$ cat config.mk
export PLATFORM = sky130hd
export DESIGN_NAME = mem_arbiter
export DESIGN_NICKNAME = d
export VERILOG_FILES = /design/src/rtl/mem_arbiter.sv
export SDC_FILE = /design/constraint.sdc
export NUM_CORES = 1
export LEC_CHECK = 0
export BUFFER_PORTS_ARGS = -buffer_cell sky130_fd_sc_hd__buf_2
export CORE_AREA = 3 3 107 109
export CTS_CLUSTER_SIZE = 16
export DETAILED_ROUTE_END_ITERATION = 10
export DIE_AREA = 0 0 110 112
export PLACE_DENSITY = 0.74
export REMOVE_ABC_BUFFERS = 1
export SLEW_MARGIN = 40
export SYNTH_ARGS = -nofsm -noshare
export SYNTH_HDL_FRONTEND = slang
export SYNTH_SLANG_ARGS = --single-unit
$ cat constraint.sdc
create_clock -name clk_i -period 2.2 [get_ports clk_i]
set_input_delay 0.11 -clock clk_i [delete_from_list [all_inputs] [get_ports clk_i]]
set_output_delay 0.11 -clock clk_i [all_outputs]
set_load 0.1 [all_outputs]
$ cat src/rtl/mem_arbiter.sv
// Two-requester round-robin arbiter for one shared 32-bit memory port.
// One transaction in flight, req/ack handshake, optional access timeout.
module mem_arbiter #(
    parameter int unsigned AW      = 32,
    parameter int unsigned TIMEOUT = 16
) (
    input  logic            clk_i,
    input  logic            rst_i,
    input  logic [1:0]      req_i,
    input  logic [2*AW-1:0] addr_i,
    input  logic [1:0]      we_i,
    input  logic [63:0]     wdata_i,
    input  logic [7:0]      wstrb_i,
    output logic [1:0]      gnt_o,
    output logic [1:0]      rsp_o,
    output logic [31:0]     rdata_o,
    output logic            err_o,
    output logic            mem_req_o,
    output logic [AW-1:0]   mem_addr_o,
    output logic            mem_we_o,
    output logic [31:0]     mem_wdata_o,
    output logic [3:0]      mem_wstrb_o,
    input  logic            mem_ack_i,
    input  logic [31:0]     mem_rdata_i
);

    localparam logic [1:0] S_IDLE   = 2'd0;
    localparam logic [1:0] S_ACCESS = 2'd1;
    localparam logic [1:0] S_RESP   = 2'd2;

    localparam int unsigned CW =
        (TIMEOUT > 1) ? $clog2(TIMEOUT) : 1;
    localparam logic [CW-1:0] CNT_LAST = CW'(TIMEOUT - 1);
    localparam logic          TO_EN    = (TIMEOUT != 0);

    logic [1:0]    state_q, state_d;
    logic          last_q, last_d;
    logic [CW-1:0] cnt_q, cnt_d;
    logic [1:0]    gnt_q, gnt_d;
    logic [1:0]    rsp_q, rsp_d;
    logic          err_q, err_d;
    logic [31:0]   rdata_q, rdata_d;
    logic          mreq_q, mreq_d;
    logic [AW-1:0] maddr_q, maddr_d;
    logic          mwe_q, mwe_d;
    logic [31:0]   mwdata_q, mwdata_d;
    logic [3:0]    mwstrb_q, mwstrb_d;

    logic          win;
    logic [AW-1:0] sel_addr;
    logic          sel_we;
    logic [31:0]   sel_wdata;
    logic [3:0]    sel_wstrb;
    logic [1:0]    owner_vec;
    logic          timed_out;

    // Winner: a lone requester wins; on a tie the one not served last wins.
    always_comb begin
        win = 1'b0;
        unique case (req_i)
            2'b01:   win = 1'b0;
            2'b10:   win = 1'b1;
            2'b11:   win = ~last_q;
            default: win = 1'b0;
        endcase
    end

    // Route the winning requester's fields toward the memory latches.
    always_comb begin
        sel_addr  = addr_i[0 +: AW];
        sel_we    = we_i[0];
        sel_wdata = wdata_i[0 +: 32];
        sel_wstrb = wstrb_i[0 +: 4];
        if (win) begin
            sel_addr  = addr_i[AW +: AW];
            sel_we    = we_i[1];
            sel_wdata = wdata_i[32 +: 32];
            sel_wstrb = wstrb_i[4 +: 4];
        end
    end

    assign owner_vec = last_q ? 2'b10 : 2'b01;
    assign timed_out = TO_EN && (cnt_q == CNT_LAST);

    // Next-state logic for the IDLE -> ACCESS -> RESP sequence.
    always_comb begin
        state_d  = state_q;
        last_d   = last_q;
        cnt_d    = cnt_q;
        gnt_d    = 2'b00;
        rsp_d    = 2'b00;
        err_d    = 1'b0;
        rdata_d  = rdata_q;
        mreq_d   = mreq_q;
        maddr_d  = maddr_q;
        mwe_d    = mwe_q;
        mwdata_d = mwdata_q;
        mwstrb_d = mwstrb_q;
        unique case (state_q)
            S_IDLE: begin
                if (|req_i) begin
                    maddr_d  = sel_addr;
                    mwe_d    = sel_we;
                    mwdata_d = sel_wdata;
                    mwstrb_d = sel_we ? sel_wstrb : 4'b0000;
                    gnt_d    = win ? 2'b10 : 2'b01;
                    mreq_d   = 1'b1;
                    last_d   = win;
                    cnt_d    = '0;
                    state_d  = S_ACCESS;
                end
            end
            S_ACCESS: begin
                if (mem_ack_i) begin
                    rdata_d = mwe_q ? 32'h0 : mem_rdata_i;
                    err_d   = 1'b0;
                    rsp_d   = owner_vec;
                    mreq_d  = 1'b0;
                    state_d = S_RESP;
                end else if (timed_out) begin
                    rdata_d = 32'h0;
                    err_d   = 1'b1;
                    rsp_d   = owner_vec;
                    mreq_d  = 1'b0;
                    state_d = S_RESP;
                end else begin
                    cnt_d = cnt_q + CW'(1);
                end
            end
            S_RESP: begin
                state_d = S_IDLE;
            end
            default: begin
                state_d = S_IDLE;
                mreq_d  = 1'b0;
            end
        endcase
    end

    // State and output registers; reset drops any transaction in flight.
    always_ff @(posedge clk_i) begin
        if (rst_i) begin
            state_q  <= S_IDLE;
            last_q   <= 1'b1;
            cnt_q    <= '0;
            gnt_q    <= 2'b00;
            rsp_q    <= 2'b00;
            err_q    <= 1'b0;
            rdata_q  <= 32'h0;
            mreq_q   <= 1'b0;
            maddr_q  <= '0;
            mwe_q    <= 1'b0;
            mwdata_q <= 32'h0;
            mwstrb_q <= 4'h0;
        end else begin
            state_q  <= state_d;
            last_q   <= last_d;
            cnt_q    <= cnt_d;
            gnt_q    <= gnt_d;
            rsp_q    <= rsp_d;
            err_q    <= err_d;
            rdata_q  <= rdata_d;
            mreq_q   <= mreq_d;
            maddr_q  <= maddr_d;
            mwe_q    <= mwe_d;
            mwdata_q <= mwdata_d;
            mwstrb_q <= mwstrb_d;
        end
    end

    assign gnt_o       = gnt_q;
    assign rsp_o       = rsp_q;
    assign err_o       = err_q;
    assign rdata_o     = rdata_q;
    assign mem_req_o   = mreq_q;
    assign mem_addr_o  = maddr_q;
    assign mem_we_o    = mwe_q;
    assign mem_wdata_o = mwdata_q;
    assign mem_wstrb_o = mwstrb_q;

endmodule

==> flow_metrics.tcl, run 1 <==
set metrics [dict create \
    cts_root_buffer "clkbuf_8" \
    synth_fa_ha_area_share_pct 0.314 \
    syn_area_per_cell_sq_um 10.7 \
    cts_buffers 17 \
    status "stopped before the end" \
    die_h_um 112 \
    synth_warnings 0 \
    synthCells 371 \
    synth_edf_count 0 \
    io_pins 282 \
    num_rows 38 \
    ys_ff_latch 114 \
    ctsHoldBuffers 161 \
    hpwl_um 10400 \
    syn_area_sq_um 3980 \
    start_util_pct 37.2 \
    ctsResizeCount 0 \
    lastStage "clock tree synthesis" \
    htree_levels 4 \
    cts_buffer_depth 2 \
    io_buffers 281 \
    die-width_um 110 \
    globalplace.congestion 0.873 \
    async_flop_share_pct 0 \
    seq_area_frac_synth_pct 57.3 \
    error_line "[ERROR RSZ-0060] Max buffer count reached." \
    synthSimpleGateAreaFrac_pct 5.12 \
    synth_cell_types 35 \
    postCtsSetupRepairBufs 0 \
    synthFlopType "dfxtp_1" \
    synth_top_family_by_area "compound AO/OA/AOI/OAI gates" \
    clock-sinks 114 \
    synth_mux_area_share_pct 1.26 \
    synth_compound_area_share_pct 26.3 \
    synth_xor_area_share_pct 0 \
]
## stage by stage
stage	TNS, ps	cells	cell area (sq um)	worst slack (ps)
floorplan	-23600	341	3840	-401
global placement	0	771	5560	450
detailed placement	0	771	5560	347
## Yosys cell counts (2+ instances only)
master | n | area (sq um)
nand3_1 | 2 | 10.0
nand2_1 | 14 | 52.6
a22o_1 | 32 | 280
inv_1 | 66 | 248
mux2i_1 | 5 | 50.1
nor2_1 | 7 | 26.3
nand2b_1 | 3 | 18.8
or2_1 | 2 | 12.5
clkbuf_1 | 16 | 60.1
a222oi_1 | 64 | 641
a31oi_1 | 2 | 12.5
and3_1 | 2 | 12.5
dfxtp_1 | 114 | 2280
buf_2 | 13 | 65.1
o21ai_1 | 4 | 20.0
nor3_1 | 3 | 15.0
a21oi_1 | 4 | 20.0
## logic make-up after synthesis
group | count (synthesis)
AOI/OAI and AO/OA | 115
DFF | 114
buffers and inverters | 96
and+or+nand+nor | 40
muxes | 5
adders and majority gates | 1
==> inputs of run 2 (changes only) <==
--- a/config.mk
+++ b/config.mk
@@ -6,11 +6,10 @@
 export NUM_CORES = 1
 export LEC_CHECK = 0
 export BUFFER_PORTS_ARGS = -buffer_cell sky130_fd_sc_hd__buf_2
-export CORE_AREA = 3 3 107 109
-export CTS_CLUSTER_SIZE = 16
+export CORE_MARGIN = 3
+export CORE_UTILIZATION = 25
 export DETAILED_ROUTE_END_ITERATION = 10
-export DIE_AREA = 0 0 110 112
-export PLACE_DENSITY = 0.74
+export PLACE_DENSITY_LB_ADDON = 0.15
 export REMOVE_ABC_BUFFERS = 1
 export SLEW_MARGIN = 40
 export SYNTH_ARGS = -nofsm -noshare
==> run 2 against run 1 <==
Net effect:
- the run now ends clean
- area after synthesis did not move
- synthesized cell count did not move
==> flow_metrics.tcl, run 2 <==
set metrics [dict create \
    grt_overflow 0 \
    area_growth_pct 99.4 \
    stdcell_area_sq_um 7940 \
    wl_met3_um 1140 \
    antenna_found_initial 1 \
    syn_area_sq_um 3980 \
    synthFlopType "dfxtp_1" \
    crit_start "rst_i" \
    syn_area_per_cell_sq_um 10.7 \
    dieArea_sq_um 17500 \
    globalplace.congestion 0.781 \
    yosysMostFrequentCell "dfxtp_1" \
    cpLargestDelayFamily "buffers and inverters" \
    multi_input_area_sq_um 1330 \
    hpwl_um 10200 \
    wl_met2_um 8460 \
    hold_path_class "in -> reg" \
    crit_path_start_kind "primary input" \
    num_rows 45 \
    max-cap-violations 0 \
    synth_top_area_cell "dfxtp_1" \
    cts_root_buffer "clkbuf_16" \
    grt_pass1_wl_um 26300 \
    core-area_sq_um 15400 \
    cpMostUsedCell "dlygate4sd3_1" \
    routedWlPerCell_um 16.1 \
    r2r_slack_ps 120 \
    layout-drive-gt1-share_pct 39.4 \
    finalSetupViolations 0 \
    clock-sinks 114 \
    worstHoldStart "we_i[1]" \
    maxUsedRoutingLayer "met4" \
    wl_met1_um 6290 \
    synth_top_area_share_pct 57.3 \
    firstDrtPassIters 9 \
    track_usage_pct 18.8 \
    final_common_cell "buf_2" \
    min_period_over_period_pct 95.6 \
    clk_pin_slew_ps 50 \
    synthCells 371 \
    area.sequential_sq_um 2280 \
    io_pins 282 \
    async_flop_share_pct 0 \
    vdd_drop_max_mv 0.468 \
    grt_pass1_vias 5283 \
    critPathBufInv 5 \
    first_iter_violations 554 \
    final_cell_mix "buf_2 (281), dlygate4sd3_1 (170), dfxtp_1 (112)" \
    ant_nets 0 \
    die-width_um 132 \
    seq_area_frac_synth_pct 57.3 \
    crit_slowest_cell "dlygate4sd3_1" \
    finalHoldViolations 0 \
    critPathMaxStageDelay_ps 610 \
    synthTopCellsByArea "dfxtp_1 (57%), a222oi_1 (16%), a22o_1 (7.0%)" \
    cts_buffers 17 \
    routed_wl_um 16800 \
    cts_buffer_depth 2 \
    power_density_nw_per_um2 916 \
    cts_tree "built" \
    num_vias 4910 \
    status "finished, final reports clean" \
    dp_cells 841 \
    htree_levels 4 \
    skew_ps 6.38 \
    synth_top_cells_by_count "dfxtp_1 (114), inv_1 (66), a222oi_1 (64), a22o_1 (32), clkbuf_1 (16)" \
    path_cells "dlygate4sd3_1, buf_2, nor3_1, and3_2, buf_4, a222oi_1, dlygate4sd3_1, inv_1" \
    placed_cell_area_sq_um 5610 \
    io_buffers 281 \
    dp_slack_ps 347 \
    criticalPathCategory "in -> reg" \
    fmax_mhz 476 \
    crit_required_ps 2510 \
    clock_latency_ps 410 \
    finalCriticalPeriod_ps 2100 \
    rr_startpoint "state_q[0]" \
    final_nets 995 \
    final_cells 1044 \
    synth_warnings 0 \
    drc 0 \
    ys_ff_latch 114 \
    power.total_w 0.00727 \
    worst_slack_ps 97.2 \
    worst_ep_arrival_time_ps 2410 \
    synth_cell_types 35 \
    worstMarginPinSlew_ps 540 \
    synth_edf_count 0 \
    setup.worst_path.end_class "flip-flop" \
    tns_ps 0 \
    nFillCells 1390 \
    die_h_um 132 \
    viasPerCell 4.70 \
    p_leak_nw 4.14 \
    start_util_pct 25.9 \
    timing_max_transition_violations_final 0 \
    cp_max_fo 18 \
    rsz0062_at_grt "false" \
    grt_max_degree 51 \
    maxSlewHeadroom_pct 64.0 \
]
-- run 2: cell counts after synthesis --
Identical to the previous run, type by type.
-- run 2: stage by stage --
stage / util (%) / hold WS (ps)
6_report: 51.6 / 21.4
5_1_grt: 51.6 / 30.6
4_1_cts: 51.6 / 3.49
3_5_place_dp: 36.5 / 326
3_3_place_gp: 36.5 / 321
2_1_floorplan: - / 179
-- run 2: worst paths after layout --
kind                     endpoint  cells past startpoint
setup / recovery  mem_wdata_o[15]                      8
hold / removal           mem_we_o                      3
setup reg to reg  mem_wdata_o[15]                      6
hold reg to reg    mem_wstrb_o[0]                      2
-- run 2: final cells by class --
class                   count  area share (%)
repair buffers            459            40.1
flip-flops and latches    114            28.8
multi-input cells         161            16.8
clock buffers              24            6.32
well taps                 211            3.33
inverters                  66            3.12
clock inverters             8            1.56
diodes                      1          0.0315
-- run 2: tightest hold or removal path, delay by kind of cell --
| family | cells | cell delay [ps] |
|---|---|---|
| AND/OR/NAND/NOR | 1 | 90 |
| buffers and inverters | 1 | 80 |
| AO/OA/AOI/OAI | 1 | 120 |
-- run 2: cells by family (layout without fill, tap and decap cells) --
family	Yosys count	after routing	synth area share, %
compound gates	115	115	26.3
fa+ha+maj	1	1	0.314
buf+inv	96	557	9.65
flops	114	114	57.3
mux	5	5	1.26
other cells	0	1	0
simple gates	40	40	5.12
-- run 2: per-layer routing --
layer,GRT usage [%],vias to the layer above
met2,32.4,270
met4,13.5,0
met3,5.80,76
met1,19.5,2262
met5,0,-
li1,-,2302
-- run 2: what timing repair did --
| item | in CTS | in global routing |
|---|---|---|
| setup endpoints to repair | 0 | 16 |
| resized for setup | 0 | 2 |
| hold buffers | 170 | 0 |
| setup buffers | 0 | 0 |
| endpoints found under the hold margin | 103 | 0 |
-- run 2: power breakdown --
part / switching, W / internal [W]
Clock: 0.000929 / 0.00193
Combinational: 0.00151 / 0.000570
Sequential: 0.0000981 / 0.00223
No activity file was read; power rests on OpenSTA's default activity.
==> inputs of run 3 (changes only) <==
==> constraint.sdc (replaced) <==
create_clock -name clk_i -period 1.8 [get_ports clk_i]
set_input_delay 0.09 -clock clk_i [delete_from_list [all_inputs] [get_ports clk_i]]
set_output_delay 0.09 -clock clk_i [all_outputs]
set_load 0.1 [all_outputs]
==> run 3 against run 2 <==
Net effect:
- utilization rose by 0.51 points
- clock power rose by 25%
- global-route usage fell by 0.72 points
- worst setup slack improved by 79 ps
- cell count did not move
- combinational power rose by 22%
- largest cell class unchanged
- flip-flop and latch count did not move
- clock skew rose by 1.3 ps
- first-iteration DRC count fell by 7.2%
- power rose by 23%
- largest power group unchanged
- sequential share of layout area fell by 0.30 points
==> flow_metrics.tcl, run 3 (synthesis results as in run 2) <==
set metrics [dict create \
    htree_levels 4 \
    area_growth_pct 101 \
    power_density_nw_per_um2 1120 \
    firstDrtPassIters 10 \
    finalSetupViolations 0 \
    whs_ps 17.4 \
    postCtsSetupRepairBufs 0 \
    max-cap-violations 0 \
    min_period_over_period_pct 90.2 \
    globalplace.congestion 0.773 \
    routedWlPerCell_um 15.5 \
    io_pins 282 \
    p_comb_share_pct 28.4 \
    clock_latency_ps 410 \
    die_h_um 132 \
    fmax_mhz 616 \
    cts_buffer_depth 2 \
    switchingPower_w 0.00309 \
    cp_max_fo 5 \
    seqPwrFrac_pct 31.8 \
    routed_wl_um 16200 \
    start_util_pct 25.9 \
    p_clk_share_pct 39.8 \
    crit_path_start_kind "flip-flop" \
    rsz0062_at_grt "false" \
    ant_nets 0 \
    status "finished, final reports clean" \
    vdd_drop_max_mv 0.631 \
    skew_ps 7.73 \
    r2r_slack_ps 180 \
    core-area_sq_um 15400 \
    num_vias 4834 \
    p_int_w 0.00587 \
    grt_overflow 0 \
    drc 0 \
    worst_ep_arrival_time_ps 1900 \
    crit_required_ps 2080 \
    clk_pin_slew_ps 50 \
    grt_pass1_wl_um 25600 \
    antenna_cells 0 \
    clock-sinks 114 \
    cts_buffers 17 \
    first_iter_violations 514 \
    p_leak_nw 4.20 \
    grt_max_degree 62 \
    io_buffers 281 \
    switching_share_pct 34.5 \
    hpwl_um 10100 \
    timing_max_transition_violations_final 0 \
    power.total_w 0.00896 \
    setup.worst_path.end_class "flip-flop" \
    hold_path_class "in -> reg" \
    cts_tree "built" \
    finalCriticalPeriod_ps 1620 \
    grt_pass1_vias 5069 \
    criticalPathCategory "reg -> reg" \
    cts_root_buffer "clkbuf_16" \
    final_cell_mix "buf_2 (281), dlygate4sd3_1 (170), dfxtp_1 (113)" \
    antenna_found_initial 0 \
    final_common_cell "buf_2" \
    maxSlewHeadroom_pct 65.7 \
    dieArea_sq_um 17500 \
    track_usage_pct 18.1 \
    layout-drive-gt1-share_pct 39.6 \
    final_nets 997 \
    num_rows 45 \
    finalHoldViolations 0 \
    die-width_um 132 \
    viasPerCell 4.63 \
    worstMarginPinSlew_ps 511 \
]
==> run 3: cell count changes in the layout (fill, tap and decap cells not counted), sizes merged <==
cell	change
buf	+2
bufinv	+1
clkbuf	-3
clkinv	+1
diode	-1
==> run 3: worst max-delay path: stages, from the launching register on <==
cell	delay (ps)
dfxtp_1	360
a21boi_4	260
mux2i_1	250
dlygate4sd3_1	580
o21ai_1	50
==> run 3: metal layers <==
layer  GRT usage (%)  vias to the layer above  part of all wire, %
met4            9.93                        0                  3.7
li1                -                     2303                    -
met5               0                        -                    0
met1            20.0                     2241                   38
met2            31.7                      245                   51
met3            4.73                       45                  6.9
==> run 3: power by group through the flow <==
| stage | Clock [W] | Combinational, W | Sequential, W |
|---|---|---|---|
| 3_3_place_gp | 0 | 0.00222 | 0.00289 |
| 5_1_grt | 0.00377 | 0.00265 | 0.00287 |
| 4_1_cts | 0.00367 | 0.00253 | 0.00284 |
| 3_5_place_dp | 0 | 0.00223 | 0.00289 |
| 6_report | 0.00357 | 0.00254 | 0.00285 |
| 2_1_floorplan | 0 | 0.000312 | 0.00426 |
==> run 3: area by class of cell <==
cell class / count / area (sq um)
multi-input combinational: 161 / 1340
tap: 211 / 264
sequential: 114 / 2280
inverter: 66 / 248
timing repair buffer: 461 / 3250
clock buffer: 21 / 480
fill: 1406 / 7350
clock inverter: 10 / 155
==> run 3: timing repair <==
item                                    4_1_cts  5_1_grt
hold buffers                                170        0
gates resized for setup                       0        2
endpoints found under the hold margin       102        0
endpoints found under the setup margin        0       63
==> run 3: worst paths after layout <==
| check | end | startpoint | cells past startpoint |
|---|---|---|---|
| max reg2reg | mem_wstrb_o[2] | last_q | 4 |
| min reg2reg | mem_wstrb_o[0] | mem_wstrb_o[0] | 2 |
| min | mem_we_o | we_i[1] | 3 |
| max | mem_wstrb_o[2] | last_q | 4 |
==> run 3: stage by stage <==
| step | util [%] | setup slack (ps) | cell area (sq um) | TNS [ps] | std cells |
|---|---|---|---|---|---|
| 6_report | 52.2 | 176 | 8020 | 0 | 1044 |
| 5_1_grt | 52.2 | 16.8 | 8020 | 0 | 1044 |
| 4_1_cts | 52.1 | 53.7 | 8010 | 0 | 1044 |
| 3_5_place_dp | 36.9 | 78.2 | 5670 | 0 | 843 |
| 3_3_place_gp | 36.9 | 144 | 5670 | 0 | 843 |
| 2_1_floorplan | - | -801 | 3840 | -65600 | 341 |
==> inputs of run 4 (changes only) <==
--- a/config.mk
+++ b/config.mk
@@ -6,6 +6,8 @@
 export NUM_CORES = 1
 export LEC_CHECK = 0
 export BUFFER_PORTS_ARGS = -buffer_cell sky130_fd_sc_hd__buf_2
+export CELL_PAD_IN_SITES_DETAIL_PLACEMENT = 0
+export CELL_PAD_IN_SITES_GLOBAL_PLACEMENT = 1
 export CORE_MARGIN = 3
 export CORE_UTILIZATION = 25
 export DETAILED_ROUTE_END_ITERATION = 10
==> run 4 against run 3 <==
Net effect:
- power up 0.69%
- die area unchanged
- clock skew up 2.2 ps
- cell area up 0.28%
- non-clock buffer count up 1
- flip-flop and latch count unchanged
- critical path type is now in -> reg
- largest cell class unchanged
==> flow_metrics.tcl, run 4 (synthesis results as in run 2) <==
set metrics [dict create \
    area_growth_pct 102 \
    path_cells "dlygate4sd3_1, buf_2, nor3_1, and3_2, buf_12, a222oi_1, inv_1" \
    r2r_slack_ps 170 \
    htree_levels 4 \
    io_pins 282 \
    rr_startpoint "state_q[1]" \
    worstMarginPinSlew_ps 524 \
    worst_ep_arrival_time_ps 1910 \
    ctsResizeCount 0 \
    grt_pass1_vias 5110 \
    ctsHoldBuffers 170 \
    fmax_mhz 612 \
    crit_required_ps 2080 \
    cts_tree "built" \
    maxSlewHeadroom_pct 65.0 \
    die-width_um 132 \
    ff2ff_path_depth 5 \
    antenna_found_initial 0 \
    cp_max_fo 43 \
    skew_ps 9.90 \
    crit_slowest_cell "dlygate4sd3_1" \
    vdd_drop_max_mv 0.605 \
    min_period_over_period_pct 90.7 \
    cts_root_buffer "clkbuf_16" \
    crit_path_start_kind "primary input" \
    grt_pass1_wl_um 25300 \
    globalplace.congestion 0.768 \
    firstDrtPassIters 10 \
    clk_pin_slew_ps 50 \
    hpwl_um 10600 \
    crit_path_end "mem_wdata_o[12]" \
    num_vias 4846 \
    finalHoldViolations 0 \
    num_rows 45 \
    power_density_nw_per_um2 1120 \
    grt_overflow 0 \
    track_usage_pct 18.0 \
    start_util_pct 25.9 \
    finalSetupViolations 0 \
    criticalPathCategory "in -> reg" \
    cts_buffers 17 \
    final_nets 998 \
    first_iter_violations 458 \
    grt_max_degree 44 \
    setup.worst_path.end_class "flip-flop" \
    placed_cell_area_sq_um 5690 \
    critPathMaxStageDelay_ps 540 \
    final_common_cell "buf_2" \
    routedWlPerCell_um 15.5 \
    rsz0062_at_grt "false" \
    cts_buffer_depth 2 \
    routed_wl_um 16200 \
    layout-drive-gt1-share_pct 39.4 \
    status "finished, final reports clean" \
    hold_path_class "in -> reg" \
    stdcell_area_sq_um 8040 \
    viasPerCell 4.64 \
    final_cell_mix "buf_2 (281), dlygate4sd3_1 (170), dfxtp_1 (114)" \
    p_leak_nw 4.21 \
    postCtsSetupRepairBufs 0 \
    crit_start "rst_i" \
    max-cap-violations 0 \
    antenna_cells 0 \
    die_h_um 132 \
    io_buffers 281 \
    timing_max_transition_violations_final 0 \
    ant_nets 0 \
    clock-sinks 114 \
    clock_latency_ps 410 \
    worstHoldStart "we_i[1]" \
    core-area_sq_um 15400 \
    drc 0 \
    finalCriticalPeriod_ps 1630 \
    dieArea_sq_um 17500 \
    whs_ps 51.2 \
    r2r-end "mem_wdata_o[12]" \
]
## run 4: changes by cell type in the layout (fill, tap and decap cells not counted), sizes merged
cell    previous run  this run
buf              291       292
clkinv             4         2
clkbuf            21        23
## run 4: final cells by class
class | instances | area (sq um)
fill | 1375 | 7330
timing repair buffer | 462 | 3270
sequential | 114 | 2280
multi-input combinational | 161 | 1330
clock buffer | 23 | 498
tap | 211 | 264
inverter | 66 | 248
clock inverter | 8 | 149
## run 4: how the worst min path moves through the flow
stage             endpoint  slack [ps]  cells after the start
6_report          mem_we_o          50                      3
2_1_floorplan    mem_req_o         160                      1
4_1_cts           mem_we_o          50                      3
3_5_place_dp   rdata_o[31]         300                      2
3_3_place_gp   rdata_o[13]         300                      2
5_1_grt           mem_we_o         120                      3
## run 4: stage by stage
step / setup TNS (ps) / setup slack, ps / power, W / instances / util (%)
2_1_floorplan: -65600 / -801 / 0.00457 / 341 / -
3_3_place_gp: 0 / 227 / 0.00512 / 844 / 37.0
3_5_place_dp: 0 / 224 / 0.00513 / 844 / 37.0
4_1_cts: 0 / 196 / 0.00909 / 1045 / 52.3
5_1_grt: 0 / 38.3 / 0.00934 / 1045 / 52.3
6_report: 0 / 167 / 0.00902 / 1045 / 52.3
## run 4: per-layer routing
layer / vias to the layer above / track usage, % / share of wire (%) / routed length [um]
met4: 0 / 8.55 / 3.5 / 566
li1: 2309 / - / - / -
met3: 40 / 5.53 / 6.7 / 1100
met2: 243 / 32.1 / 52 / 8390
met5: - / 0 / 0 / 0
met1: 2254 / 19.4 / 38 / 6190
## run 4: worst max-delay path: cells and delay by family
kind / cells / cell delay, ps
compound gates: 1 / 400
buf+inv: 4 / 1040
simple gates: 2 / 340
## run 4: power breakdown
| part | switching [W] | total (W) | internal (W) |
|---|---|---|---|
| sequential | 0.000110 | 0.00284 | 0.00273 |
| clock | 0.00114 | 0.00363 | 0.00249 |
| combinational | 0.00185 | 0.00255 | 0.000704 |
